--- src/rtl/uart_pkg.sv ---
// rtl/uart_pkg.sv - shared constants, FSM encoding and width helper for the buffered UART transmitter
package uart_pkg;

    localparam logic [1:0] PARITY_NONE = 2'b00;
    localparam logic [1:0] PARITY_ODD  = 2'b01;
    localparam logic [1:0] PARITY_EVEN = 2'b10;

    typedef enum logic [2:0] {
        ST_IDLE   = 3'd0,
        ST_START  = 3'd1,
        ST_DATA   = 3'd2,
        ST_PARITY = 3'd3,
        ST_STOP   = 3'd4
    } tx_state_t;

    function automatic int clog2(input int value);
        int result;
        int v;
        result = 0;
        v = value - 1;
        while (v > 0) begin
            result = result + 1;
            v = v >> 1;
        end
        return result;
    endfunction

endpackage

--- src/rtl/uart_sync_fifo.sv ---
// rtl/uart_sync_fifo.sv - single-clock FIFO with registered show-ahead read data
module uart_sync_fifo
    import uart_pkg::*;
#(
    parameter int WIDTH = 8,
    parameter int DEPTH = 16
) (
    input  logic                        clk,
    input  logic                        reset,
    input  logic                        push,
    input  logic                        pop,
    input  logic [WIDTH-1:0]            din,
    output logic [WIDTH-1:0]            dout,
    output logic                        full,
    output logic                        empty,
    output logic [clog2(DEPTH+1)-1:0]   count
);

    localparam int AW = clog2(DEPTH);
    localparam int CW = clog2(DEPTH + 1);

    logic [WIDTH-1:0] mem [DEPTH];
    logic [AW-1:0]    wr_ptr;
    logic [AW-1:0]    rd_ptr;
    logic [AW-1:0]    rd_next;
    logic [CW-1:0]    count_n;
    logic             do_push;
    logic             do_pop;

    assign do_push = push && !full;
    assign do_pop  = pop && !empty;
    assign rd_next = rd_ptr + 1'b1;

    always_comb begin
        count_n = count;
        if (do_push && !do_pop) begin
            count_n = count + 1'b1;
        end else if (do_pop && !do_push) begin
            count_n = count - 1'b1;
        end
    end

    always_ff @(posedge clk) begin
        if (do_push) begin
            mem[wr_ptr] <= din;
        end
    end

    // dout always holds the head entry, so a pop never waits on a RAM read
    always_ff @(posedge clk or posedge reset) begin
        if (reset) begin
            wr_ptr <= '0;
            rd_ptr <= '0;
            count  <= '0;
            full   <= 1'b0;
            empty  <= 1'b1;
            dout   <= '0;
        end else begin
            if (do_push) begin
                wr_ptr <= wr_ptr + 1'b1;
            end
            if (do_pop) begin
                rd_ptr <= rd_next;
            end
            count <= count_n;
            full  <= (count_n == CW'(DEPTH));
            empty <= (count_n == '0);
            if (do_pop) begin
                if (count > CW'(1)) begin
                    dout <= mem[rd_next];
                end else if (do_push) begin
                    dout <= din;
                end
            end else if (empty && do_push) begin
                dout <= din;
            end
        end
    end

endmodule

--- src/rtl/uart_tx_fifo_param.sv ---
// rtl/uart_tx_fifo_param.sv - buffered UART transmitter with per-frame parity and stop-bit selection
module uart_tx_fifo_param
    import uart_pkg::*;
#(
    parameter int DATA_BITS    = 8,
    parameter int CLKS_PER_BIT = 434,
    parameter int FIFO_DEPTH   = 16
) (
    input  logic                              clk,
    input  logic                              reset,
    input  logic [DATA_BITS-1:0]              s_data,
    input  logic                              s_valid,
    output logic                              s_ready,
    input  logic [1:0]                        cfg_parity,
    input  logic                              cfg_two_stop,
    output logic                              tx_out,
    output logic                              busy,
    output logic [clog2(FIFO_DEPTH+1)-1:0]    fifo_count
);

    localparam int BW = clog2(CLKS_PER_BIT);
    localparam int DW = clog2(DATA_BITS);
    localparam int CW = clog2(FIFO_DEPTH + 1);
    localparam logic [BW-1:0] BAUD_LAST = BW'(CLKS_PER_BIT - 1);
    localparam logic [DW-1:0] BIT_LAST  = DW'(DATA_BITS - 1);

    tx_state_t            state, state_n;
    logic [BW-1:0]        baud_cnt, baud_n;
    logic [DW-1:0]        bit_cnt, bit_n;
    logic [DATA_BITS-1:0] shreg, shreg_n;
    logic                 parity_bit, parity_n;
    logic                 par_en, par_en_n;
    logic                 two_stop, two_stop_n;
    logic                 stop_cnt, stop_n;
    logic                 tx_n;
    logic                 busy_n;
    logic                 push;
    logic                 pop;
    logic                 bit_tick;
    logic                 fifo_full;
    logic                 fifo_empty;
    logic [DATA_BITS-1:0] fifo_dout;

    assign s_ready  = !fifo_full;
    assign push     = s_valid && s_ready;
    assign bit_tick = (baud_cnt == BAUD_LAST);

    uart_sync_fifo #(
        .WIDTH (DATA_BITS),
        .DEPTH (FIFO_DEPTH)
    ) u_fifo (
        .clk   (clk),
        .reset (reset),
        .push  (push),
        .pop   (pop),
        .din   (s_data),
        .dout  (fifo_dout),
        .full  (fifo_full),
        .empty (fifo_empty),
        .count (fifo_count)
    );

    always_comb begin
        state_n    = state;
        baud_n     = bit_tick ? '0 : baud_cnt + 1'b1;
        bit_n      = bit_cnt;
        shreg_n    = shreg;
        parity_n   = parity_bit;
        par_en_n   = par_en;
        two_stop_n = two_stop;
        stop_n     = stop_cnt;
        pop        = 1'b0;

        case (state)
            ST_IDLE: begin
                baud_n = '0;
                pop    = !fifo_empty;
            end
            ST_START: begin
                if (bit_tick) begin
                    state_n = ST_DATA;
                    bit_n   = '0;
                end
            end
            ST_DATA: begin
                if (bit_tick) begin
                    shreg_n = shreg >> 1;
                    if (bit_cnt == BIT_LAST) begin
                        state_n = par_en ? ST_PARITY : ST_STOP;
                        stop_n  = 1'b0;
                    end else begin
                        bit_n = bit_cnt + 1'b1;
                    end
                end
            end
            ST_PARITY: begin
                if (bit_tick) begin
                    state_n = ST_STOP;
                    stop_n  = 1'b0;
                end
            end
            ST_STOP: begin
                if (bit_tick) begin
                    if (two_stop && !stop_cnt) begin
                        stop_n = 1'b1;
                    end else if (!fifo_empty) begin
                        pop = 1'b1;
                    end else begin
                        state_n = ST_IDLE;
                    end
                end
            end
            default: state_n = ST_IDLE;
        endcase

        // framing options are latched with the word so mid-frame config edits wait for the next frame
        if (pop) begin
            state_n    = ST_START;
            shreg_n    = fifo_dout;
            parity_n   = (^fifo_dout) ^ (cfg_parity == PARITY_ODD);
            par_en_n   = (cfg_parity == PARITY_ODD) || (cfg_parity == PARITY_EVEN);
            two_stop_n = cfg_two_stop;
        end

        case (state_n)
            ST_START:  tx_n = 1'b0;
            ST_DATA:   tx_n = shreg_n[0];
            ST_PARITY: tx_n = parity_n;
            default:   tx_n = 1'b1;
        endcase

        busy_n = (state_n != ST_IDLE) || push ||
                 (!fifo_empty && !(pop && (fifo_count == CW'(1))));
    end

    always_ff @(posedge clk or posedge reset) begin
        if (reset) begin
            state      <= ST_IDLE;
            baud_cnt   <= '0;
            bit_cnt    <= '0;
            shreg      <= '0;
            parity_bit <= 1'b0;
            par_en     <= 1'b0;
            two_stop   <= 1'b0;
            stop_cnt   <= 1'b0;
            tx_out     <= 1'b1;
            busy       <= 1'b0;
        end else begin
            state      <= state_n;
            baud_cnt   <= baud_n;
            bit_cnt    <= bit_n;
            shreg      <= shreg_n;
            parity_bit <= parity_n;
            par_en     <= par_en_n;
            two_stop   <= two_stop_n;
            stop_cnt   <= stop_n;
            tx_out     <= tx_n;
            busy       <= busy_n;
        end
    end

endmodule

--- config.mk ---
export PLATFORM = sky130hd
export DESIGN_NAME = uart_tx_fifo_param
export DESIGN_NICKNAME = d
export VERILOG_FILES = /design/src/rtl/uart_pkg.sv /design/src/rtl/uart_sync_fifo.sv /design/src/rtl/uart_tx_fifo_param.sv
export SDC_FILE = /design/constraint.sdc
export NUM_CORES = 1
export LEC_CHECK = 0
export ABC_AREA = 1
export CAP_MARGIN = 10
export CORE_UTILIZATION = 25
export CTS_BUF_LIST = sky130_fd_sc_hd__clkbuf_8
export CTS_CLUSTER_DIAMETER = 40
export DETAILED_ROUTE_END_ITERATION = 7
export PLACE_DENSITY = 0.44
export SYNTH_ARGS = -nofsm -noshare
export SYNTH_HDL_FRONTEND = slang
export SYNTH_SLANG_ARGS = --single-unit
--- constraint.sdc ---
create_clock -name clk -period 2 [get_ports clk]
set_clock_uncertainty 0.05 [all_clocks]
set_input_delay 0.2 -clock clk [delete_from_list [all_inputs] [get_ports clk]]
set_output_delay 0.2 -clock clk [all_outputs]
set_load 0.005 [all_outputs]
==> results of run 1 <==
cells in the final DEF, fill, tap and decap left out, types with 10 or more instances in the layout:
cell and instances:
o21ai_0 57, nor2_1 133, o211ai_1 31, o21ai_1 39
inv_1 45, inv_2 10, clkbuf_8 17, clkdlybuf4s50_1 21
buf_4 63, xor2_1 10, nand3_1 15, nand2_1 100
edfxtp_1 128, dfrtp_1 49
worst min-delay path, delay by kind of cell:
family	cells	cell delay, ps
buf+inv	1	410
simple gates	2	140
flip-flops by register name, summed over array words and instances, names as in the netlist, 3 cells and up:
register,cells
baud_cnt,9
bit_cnt,3
shreg,8
state,3
u_fifo.count,5
u_fifo.dout,8
u_fifo.mem,128
u_fifo.rd_ptr,4
u_fifo.wr_ptr,4
layout make-up:
cell class              count  area, um^2  share of cell area
flip-flops and latches    180        5150               0.513
multi-input cells         485        2670               0.265
repair buffers            104        1090               0.108
well taps                 402         503              0.0501
clock buffers              17         234              0.0233
inverters                  55         206              0.0206
clock inverters            14         200              0.0199
power by group:
part / total, mW / leakage [nW] / internal [mW] / switching (mW)
logic: 1.71 / 1.87 / 0.663 / 1.05
registers: 4.69 / 1.81 / 4.45 / 0.244
clock network: 2.77 / 0.212 / 1.37 / 1.40
total: 9.18 / 3.89 / 6.49 / 2.69
path summary, 6_finish.rpt:
kind,depth (start not counted),from,end,slack [ps]
max,9,u_fifo.rd_ptr[0]$_DFFE_PP0N_,u_fifo.dout[6]$_DFFE_PP0P_,20
min,3,cfg_two_stop,two_stop$_DFFE_PP0N_,270
max in group asynchronous,4,reset,tx_out$_DFF_PP1_,1020
max reg2reg,9,u_fifo.rd_ptr[0]$_DFFE_PP0N_,u_fifo.dout[6]$_DFFE_PP0P_,20
min reg2reg,1,bit_cnt[0]$_DFFE_PP0P_,bit_cnt[0]$_DFFE_PP0P_,460
min in group asynchronous,3,reset,u_fifo.full$_DFF_PP0_,410
through the flow:
| step | worst slack, ps | hold slack [ps] | TNS (ps) | power (mW) | cell area (um^2) |
|---|---|---|---|---|---|
| 2_1_floorplan | 92.2 | 249 | 0 | 5.75 | 8060 |
| 3_3_place_gp | -38.4 | 341 | -107 | 6.47 | 9150 |
| 3_5_place_dp | -47.0 | 346 | -114 | 6.47 | 9150 |
| 4_1_cts | 13.8 | 249 | 0 | 9.25 | 9680 |
| 5_1_grt | -81.6 | 291 | -382 | 9.68 | 10000 |
| 6_report | 24.0 | 268 | 0 | 9.18 | 10000 |
routing by layer:
layer / up-vias / GRT usage / wire (um)
met3: 11 / 0.0203 / 634
li1: 2773 / - / -
met2: 81 / 0.198 / 9630
met1: 2774 / 0.179 / 10100
met4: 0 / 0.0366 / 199
met5: - / 0 / 0
cells by family (layout without fill, tap and decap cells):
group | count (synthesis) | in the layout
AO/OA/AOI/OAI | 162 | 162
buffers and inverters | 84 | 190
flip-flops | 180 | 180
AND/OR/NAND/NOR | 293 | 293
adder cells (fa/ha/maj) | 13 | 13
XOR/XNOR | 17 | 17
what timing repair did:
item	in CTS	in global routing
hold endpoints to repair	1	0
buffers inserted	1	17
endpoints found under the setup margin	5	15
hold buffers	1	0
pin swaps	1	48
resized for setup	2	63
gates cloned	2	4
==> key figures, run 1 <==
Status
  • Outcome: finished clean

Logic synthesis
  • Synth Net Count: 776
  • EDFF count, synth: 128
  • Post-synthesis mux area share: 0
  • Synth top area cells: edfxtp_1, dfrtp_1, nor2_1
  • Synth Register Bits: 180
  • Most frequent cell after synthesis: nor2_1
  • Simple-gate area share of the yosys netlist: 0.159
  • Post-synth top area cell: edfxtp_1
  • Largest family of logic cells by synthesized area: simple AND/OR/NAND/NOR gates
  • Complex-gate fraction of the synthesized area: 0.118
  • Mean Syn Cell Area: 10.8 um^2
  • Synth cell types: 41
  • Post-Synth XOR/XNOR Area: 0.0194
  • Synth Area in Adders: 0.0202
  • Synth top area share: 0.477
  • Syn Inst Count: 749
  • Mapped cell area: 8060 um^2
  • YS warnings: 0
  • Async S/R FF share, synth: 0.289
  • Most frequent cells after synthesis: nor2_1, edfxtp_1, nand2_1
  • Synth Flop Type: edfxtp_1
  • Post-synthesis sequential area ratio: 0.639

Die
  • Die H: 182 um
  • Initial Util: 0.255
  • Floorplan row count: 65
  • IO Pins: 22
  • Die Footprint: 32900 um^2
  • Die Wd: 182 um
  • Core Footprint: 31600 um^2

Global route
  • First-pass GRT wire length: 31.7 mm
  • Number of global-route vias before repair: 5413
  • Initial antenna violation count: 0
  • Congestion Overflow GR: 0
  • Largest net degree at the start of global routing: 37
  • GRT Resource Usage Total: 0.126

Drt
  • Routed Wire Length: 20.5 mm
  • Antenna viol nets, final: 0
  • Iter 0 DRT Violations: 393
  • DRC: 0
  • DR vias/cell: 4.49
  • Via count: 5639
  • Initial DRT Pass Iterations: 5
  • Drt wl/cell: 16.3 um

CTS
  • CTS Buffer Depth: 2
  • Clock sinks: 180
  • CTS root buffer: clkbuf_8
  • TritonCTS buffer count: 17
  • CTS HTree Levels: 4
  • Clk slew on worst S/H paths: 100 ps
  • Worst-Skew Late Latency: 450 ps
  • CTS tree: built

Worst setup path
  • CP max stage delay: 460 ps
  • Delay-heaviest family, CP: compound AO/OA/AOI/OAI gates
  • Worst Path Max Fanout: 8
  • CP endpoint kind: flop
  • Critical Path, Cell by Cell: ha_4 > buf_12 > buf_12 > o21ai_2 > o211ai_1 > o211ai_1 > nand2_1 > nor2_1 > o21ai_1
  • Crit path kind: flop to flop
  • Critical path arrival: 2310 ps
  • Crit-path slowest cell: dfrtp_2
  • Worst EP required: 2330 ps
  • CP Launch Type: flop
  • CP bufs+invs: 2

Power and ir drop
  • Worst VDD drop: 0.335 mV
  • Leak pwr: 3.89 nW
  • Power Density: 914 nW/um^2

STA
  • Worst-Margin Slew: 334 ps
  • Slew Limit Fails: 0
  • Fmax achieved: 506 MHz
  • Rel. slew slack: 0.776
  • Min Tclk post-route: 1980 ps
  • Final number of setup-violating endpoints: 0
  • Tcrit/Tclk final: 0.988
  • Final Hold Fails: 0
  • RSZ-0062 raised after global routing: yes

Hold path
  • HP Class: input port to flop

Final layout
  • Number of diodes: 0
  • Layout Nets: 870
  • Post-layout util: 0.317
  • Final non-filler cell total: 1257
  • Area growth syn-to-layout: 24.7%
  • Layout cells sized above 1: 0.198
  • Layout fillers: 3204

Placement
  • GP Congestion: 0.759
  • Hpwl dp: 13.2 mm
  • Placed cells: 1202
  • Port Buf Inserts: 21

Run
  • MaxCap Viol Count: 0
Power figures use the tool's default switching activity.
==> run 2, diff against run 1 <==
--- a/config.mk
+++ b/config.mk
@@ -6,12 +6,14 @@
 export NUM_CORES = 1
 export LEC_CHECK = 0
 export ABC_AREA = 1
-export CAP_MARGIN = 10
+export CAP_MARGIN = 20
 export CORE_UTILIZATION = 25
 export CTS_BUF_LIST = sky130_fd_sc_hd__clkbuf_8
 export CTS_CLUSTER_DIAMETER = 40
+export CTS_CLUSTER_SIZE = 10
 export DETAILED_ROUTE_END_ITERATION = 7
 export PLACE_DENSITY = 0.44
+export SETUP_SLACK_MARGIN = 0.1
 export SYNTH_ARGS = -nofsm -noshare
 export SYNTH_HDL_FRONTEND = slang
 export SYNTH_SLANG_ARGS = --single-unit
==> key figures, run 2 (synthesized netlist as in run 1, its figures left out) <==
Final layout
  • Number of diodes: 0 (unchanged)
  • Layout Nets: 871 (+0.11%)
  • Top reg by flops: u_fifo.mem
  • Commonest non-fill, non-tap cell in the layout: nor2_1
  • Final non-filler cell total: 1258 (+0.080%)
  • Layout cells sized above 1: 0.200 (+0.00211)
  • Max reg flops: 128 (unchanged)
  • Top flop regs: u_fifo.mem x128, baud_cnt x9
  • Area growth syn-to-layout: 24.7% (unchanged)
  • Most frequent cells in the layout: nor2_1, edfxtp_1, nand2_1, buf_4, o21ai_0
  • Cell area after layout: 10000 um^2 (unchanged)

CTS
  • CTS HTree Levels: 4 (unchanged)
  • TritonCTS buffer count: 17 (unchanged)
  • Clock sinks: 180 (unchanged)
  • Worst-Skew Late Latency: 450 ps (about the same)
  • Clk slew on worst S/H paths: 100 ps (about the same)
  • CTS tree: built
  • CTS root buffer: clkbuf_8
  • CTS Buffer Depth: 2 (unchanged)

Power and ir drop
  • Total Power: 9.22 mW (+0.52%)
  • Power Density: 918 nW/um^2 (+0.52%)
  • Worst VDD drop: 0.340 mV (+1.3%)
  • Leak pwr: 3.91 nW (+0.44%)

Drt
  • Via count: 5600 (-0.69%)
  • Iter 0 DRT Violations: 347 (-12%)
  • Routed Wire Length: 20.4 mm (-0.44%)
  • DRC: 0 (unchanged)
  • DR vias/cell: 4.45 (-0.77%)
  • Initial DRT Pass Iterations: 6 (+1)
  • Drt wl/cell: 16.3 um (-0.52%)
  • Antenna viol nets, final: 0 (unchanged)

STA
  • Rel. slew slack: 0.774 (-0.00186)
  • Min Tclk post-route: 1990 ps (+9.47 ps)
  • Worst-Margin Slew: 338 ps (+3.54 ps)
  • Final number of setup-violating endpoints: 0 (unchanged)
  • RSZ-0062 raised after global routing: yes
  • Slew Limit Fails: 0 (unchanged)
  • Setup TNS Final: 0 ps (unchanged)
  • Worst Slack Setup Final: 14.5 ps (-9.47 ps)
  • Fmax achieved: 504 MHz (-0.48%)
  • Final Hold Fails: 0 (unchanged)
  • Tcrit/Tclk final: 0.993 (+0.00473)

Worst setup path
  • Worst Setup SP: u_fifo.rd_ptr[0]$_DFFE_PP0N_
  • Crit path kind: flop to flop
  • Critical path arrival: 2320 ps (about the same)
  • Worst EP required: 2330 ps (about the same)
  • CP endpoint kind: flop
  • Flop-to-flop setup slack: 10 ps (about the same)
  • Worst Path Max Fanout: 8 (unchanged)
  • CP Launch Type: flop
  • Reg-to-Reg Start: u_fifo.rd_ptr[0]$_DFFE_PP0N_

Die
  • Die Wd: 182 um (unchanged)
  • Initial Util: 0.255 (unchanged)
  • Core Footprint: 31600 um^2 (unchanged)
  • Die Footprint: 32900 um^2 (unchanged)
  • Floorplan row count: 65 (unchanged)
  • Die H: 182 um (unchanged)
  • IO Pins: 22 (unchanged)

Placement
  • GP Congestion: 0.759 (unchanged)
  • Post-Place Cell Area: 9150 um^2 (unchanged)
  • Hpwl dp: 13.2 mm (unchanged)
  • Pre-CTS setup slack: -47.0 ps (unchanged)
  • Placed cells: 1202 (unchanged)
  • Port Buf Inserts: 21 (unchanged)

Global route
  • GRT Resource Usage Total: 0.128 (+0.00174)
  • Congestion Overflow GR: 0 (unchanged)
  • Largest net degree at the start of global routing: 37 (unchanged)
  • First-pass GRT wire length: 32.0 mm (+1.2%)
  • Initial antenna violation count: 0 (unchanged)
  • Number of global-route vias before repair: 5443 (+0.55%)

Status
  • Outcome: finished clean

Run
  • MaxCap Viol Count: 0 (unchanged)

Hold path
  • HP Class: input port to flop
  • Hold Crit Start: cfg_two_stop
==> run 2: cell types whose count changed in the layout (fill, tap and decap cells not counted), sizes merged <==
cell    previous run  this run
bufbuf             2         3
buf               76        79
clkbuf            21        18
==> run 2: critical path, stage by stage, from the launching register on <==
cell and delay (ps):
dfrtp_2 460, ha_4 330, buf_12 160, buf_6 110, buf_6 80, o21ai_1 50
o211ai_1 280, nand3_1 110, o21ai_1 100, nor2_1 70, o21ai_1 120
==> run 2: report_power, final <==
group | internal, mW | switching [mW]
registers | 4.45 | 0.243
logic | 0.686 | 1.07
clock network | 1.37 | 1.40
total | 6.51 | 2.71
==> run 2: worst paths after layout <==
kind                                                   end  cells past startpoint
worst min-delay path                  two_stop$_DFFE_PP0N_                      3
worst min register to register        two_stop$_DFFE_PP0N_                      2
min in group asynchronous            u_fifo.full$_DFF_PP0_                      3
worst max register to register  u_fifo.dout[7]$_DFFE_PP0P_                     10
worst max-delay path            u_fifo.dout[7]$_DFFE_PP0P_                     10
max in group asynchronous                 tx_out$_DFF_PP1_                      4
==> run 2: area by class of cell <==
| cell class | count | area, um^2 |
|---|---|---|
| Fill cell | 3218 | 21600 |
| Inverter | 55 | 206 |
| Sequential cell | 180 | 5150 |
| Tap cell | 402 | 503 |
| Timing Repair Buffer | 105 | 1050 |
| Clock inverter | 14 | 200 |
| Clock buffer | 17 | 234 |
| Multi-Input combinational cell | 485 | 2700 |
==> run 2: layer usage <==
metal  global-route usage  part of all wire
met3               0.0203             0.038
met4               0.0366             0.012
met1                0.182              0.49
met5                    0                 0
met2                0.200              0.46
==> run 2: timing repair <==
action	4_1_cts	5_1_grt
gates resized for setup	8	52
gates cloned	3	1
buffers inserted	5	15
hold buffers	1	0
pin swaps	4	48
endpoints found under the setup margin	11	20
endpoints found under the hold margin	1	0
==> run 2: per-stage QoR <==
step	hold WS (ps)	utilization
2_1_floorplan	249	-
3_3_place_gp	341	0.289
3_5_place_dp	346	0.289
4_1_cts	249	0.308
5_1_grt	291	0.317
6_report	267	0.317
==> run 3, diff against run 2 <==
==> constraint.sdc (replaced) <==
create_clock -name clk -period 2 [get_ports clk]
set_clock_uncertainty 0.05 [all_clocks]
set_input_delay 0.2 -clock clk [delete_from_list [all_inputs] [get_ports clk]]
set_output_delay 0.2 -clock clk [all_outputs]
set_load 0.05 [all_outputs]
==> key figures, run 3 (synthesized netlist as in run 1, its figures left out) <==
Power and ir drop
  • Sw Share: 0.332 (+0.0382)
  • Power share of the combinational group: 0.216 (+0.026)
  • P_sw: 3.01 mW (+11%)
  • P_int: 6.04 mW (-7.2%)
  • Power Density: 917 nW/um^2 (-0.19%)
  • Clk network pwr share: 0.263 (-0.038)
  • Worst VDD drop: 0.455 mV (+34%)
  • Reg power frac: 0.520 (+0.011)
  • Leak pwr: 3.76 nW (-4.0%)

Worst setup path
  • Crit path kind: flop to flop
  • Worst Path Max Fanout: 17 (+9)
  • CP endpoint kind: flop
  • CP Launch Type: flop
  • Worst EP required: 2310 ps (-20 ps)
  • Critical path arrival: 2180 ps (-140 ps)

CTS
  • Clock sinks: 180 (unchanged)
  • Clk slew on worst S/H paths: 100 ps (about the same)
  • TritonCTS buffer count: 17 (unchanged)
  • CTS root buffer: clkbuf_8
  • CTS HTree Levels: 4 (unchanged)
  • CTS tree: built
  • Worst-Skew Late Latency: 470 ps (+20 ps)
  • CTS Buffer Depth: 2 (unchanged)

STA
  • Min Hold Slack: 249 ps (-18.3 ps)
  • Worst-Margin Slew: 636 ps (+298 ps)
  • Tcrit/Tclk final: 0.935 (-0.0576)
  • Rel. slew slack: 0.575 (-0.199)
  • Fmax achieved: 535 MHz (+6.2%)
  • Worst Slack Setup Final: 130 ps (+115 ps)
  • Final Hold Fails: 0 (unchanged)
  • Slew Limit Fails: 0 (unchanged)
  • Setup TNS Final: 0 ps (unchanged)
  • Final number of setup-violating endpoints: 0 (unchanged)
  • RSZ-0062 raised after global routing: yes
  • Min Tclk post-route: 1870 ps (-115 ps)

Placement
  • Placed cells: 1198 (-0.33%)
  • Pre-CTS setup slack: -7.16 ps (+39.9 ps)
  • Hpwl dp: 14.0 mm (+6.4%)
  • Port Buf Inserts: 21 (unchanged)
  • GP Congestion: 0.860 (+13%)

Global route
  • Number of global-route vias before repair: 5503 (+1.1%)
  • Initial antenna violation count: 0 (unchanged)
  • GRT Resource Usage Total: 0.127 (-0.000490)
  • First-pass GRT wire length: 31.6 mm (-1.4%)
  • Largest net degree at the start of global routing: 41 (+11%)
  • Congestion Overflow GR: 0 (unchanged)

Final layout
  • Most frequent cells in the layout: nor2_1, edfxtp_1, nand2_1, o21ai_0, buf_4
  • Post-layout util: 0.312 (-0.00534)
  • Final non-filler cell total: 1246 (-0.95%)
  • Layout fillers: 3206 (-0.37%)
  • Commonest non-fill, non-tap cell in the layout: nor2_1
  • Max reg flops: 128 (unchanged)
  • Number of diodes: 0 (unchanged)
  • Area growth syn-to-layout: 22.6%
  • Top reg by flops: u_fifo.mem
  • Top flop regs: u_fifo.mem x128, baud_cnt x9
  • Layout cells sized above 1: 0.194 (-0.00545)
  • Layout Nets: 858 (-1.5%)

Drt
  • Iter 0 DRT Violations: 369 (+6.3%)
  • Antenna viol nets, final: 0 (unchanged)
  • Via count: 5537 (-1.1%)
  • Routed Wire Length: 20.4 mm (-0.29%)
  • DRC: 0 (unchanged)
  • Initial DRT Pass Iterations: 5 (-1)
  • DR vias/cell: 4.44 (-0.17%)
  • Drt wl/cell: 16.4 um (+0.67%)

Die
  • Die Wd: 182 um (unchanged)
  • IO Pins: 22 (unchanged)
  • Die Footprint: 32900 um^2 (unchanged)
  • Die H: 182 um (unchanged)
  • Core Footprint: 31600 um^2 (unchanged)
  • Floorplan row count: 65 (unchanged)
  • Initial Util: 0.255 (unchanged)

Hold path
  • HP Class: input port to flop

Status
  • Outcome: finished clean

Run
  • MaxCap Viol Count: 0 (unchanged)
[run 3: cell type report]
| class | count | area, um^2 | share of cell area |
|---|---|---|---|
| timing repair buffer | 92 | 925 | 0.0936 |
| clock inverter | 15 | 135 | 0.0137 |
| clock buffer | 17 | 234 | 0.0237 |
| tap | 402 | 503 | 0.0509 |
| multi-input combinational | 485 | 2710 | 0.275 |
| sequential | 180 | 5150 | 0.521 |
| inverter | 55 | 218 | 0.0220 |
[run 3: metal layers]
layer	global-route usage	wire, um	vias up	part of all wire
met1	0.171	9720	2689	0.48
met5	0	0	-	0
met3	0.0259	633	15	0.031
met2	0.206	9770	84	0.48
li1	-	-	2749	-
met4	0.0390	262	0	0.013
[run 3: worst paths after layout]
kind	start	endpoint	slack (ps)	depth (start not counted)
setup / recovery	u_fifo.rd_ptr[0]$_DFFE_PP0N_	u_fifo.dout[5]$_DFFE_PP0P_	130	9
hold / removal	cfg_two_stop	two_stop$_DFFE_PP0N_	250	3
setup reg to reg	u_fifo.rd_ptr[0]$_DFFE_PP0N_	u_fifo.dout[5]$_DFFE_PP0P_	130	9
hold reg to reg	two_stop$_DFFE_PP0N_	two_stop$_DFFE_PP0N_	440	2
max in group asynchronous	reset	tx_out$_DFF_PP1_	770	4
min in group asynchronous	reset	u_fifo.count[2]$_DFF_PP0_	520	3
[run 3: critical path, stage by stage (launching register included)]
cell,delay [ps]
dfrtp_2,440
ha_4,350
buf_6,190
nor2_1,60
o21ai_0,90
o21ai_0,130
o211ai_1,200
nand2_1,80
nor2_1,100
o21ai_1,70
[run 3: power by group through the flow]
stage	sequential [mW]	clock, mW	combinational [mW]
floorplan	4.86	0	1.13
global placement	4.79	0	1.96
detailed placement	4.79	0	1.96
CTS	4.71	2.47	1.94
global route	4.75	2.60	2.16
finish	4.71	2.38	1.96
[run 3: timing repair]
| action | CTS | global route |
|---|---|---|
| pin swaps | 7 | 20 |
| gates resized for setup | 20 | 25 |
| gates cloned | 0 | 0 |
| endpoints found under the hold margin | 12 | 0 |
| setup endpoints to repair | 21 | 19 |
| setup buffers | 3 | 12 |
| hold buffers | 1 | 0 |
[run 3: per-stage QoR]
stage | cell area [um^2] | power, mW
floorplan | 8120 | 5.99
global placement | 9240 | 6.75
detailed placement | 9240 | 6.75
CTS | 9690 | 9.12
global route | 9870 | 9.51
finish | 9870 | 9.05
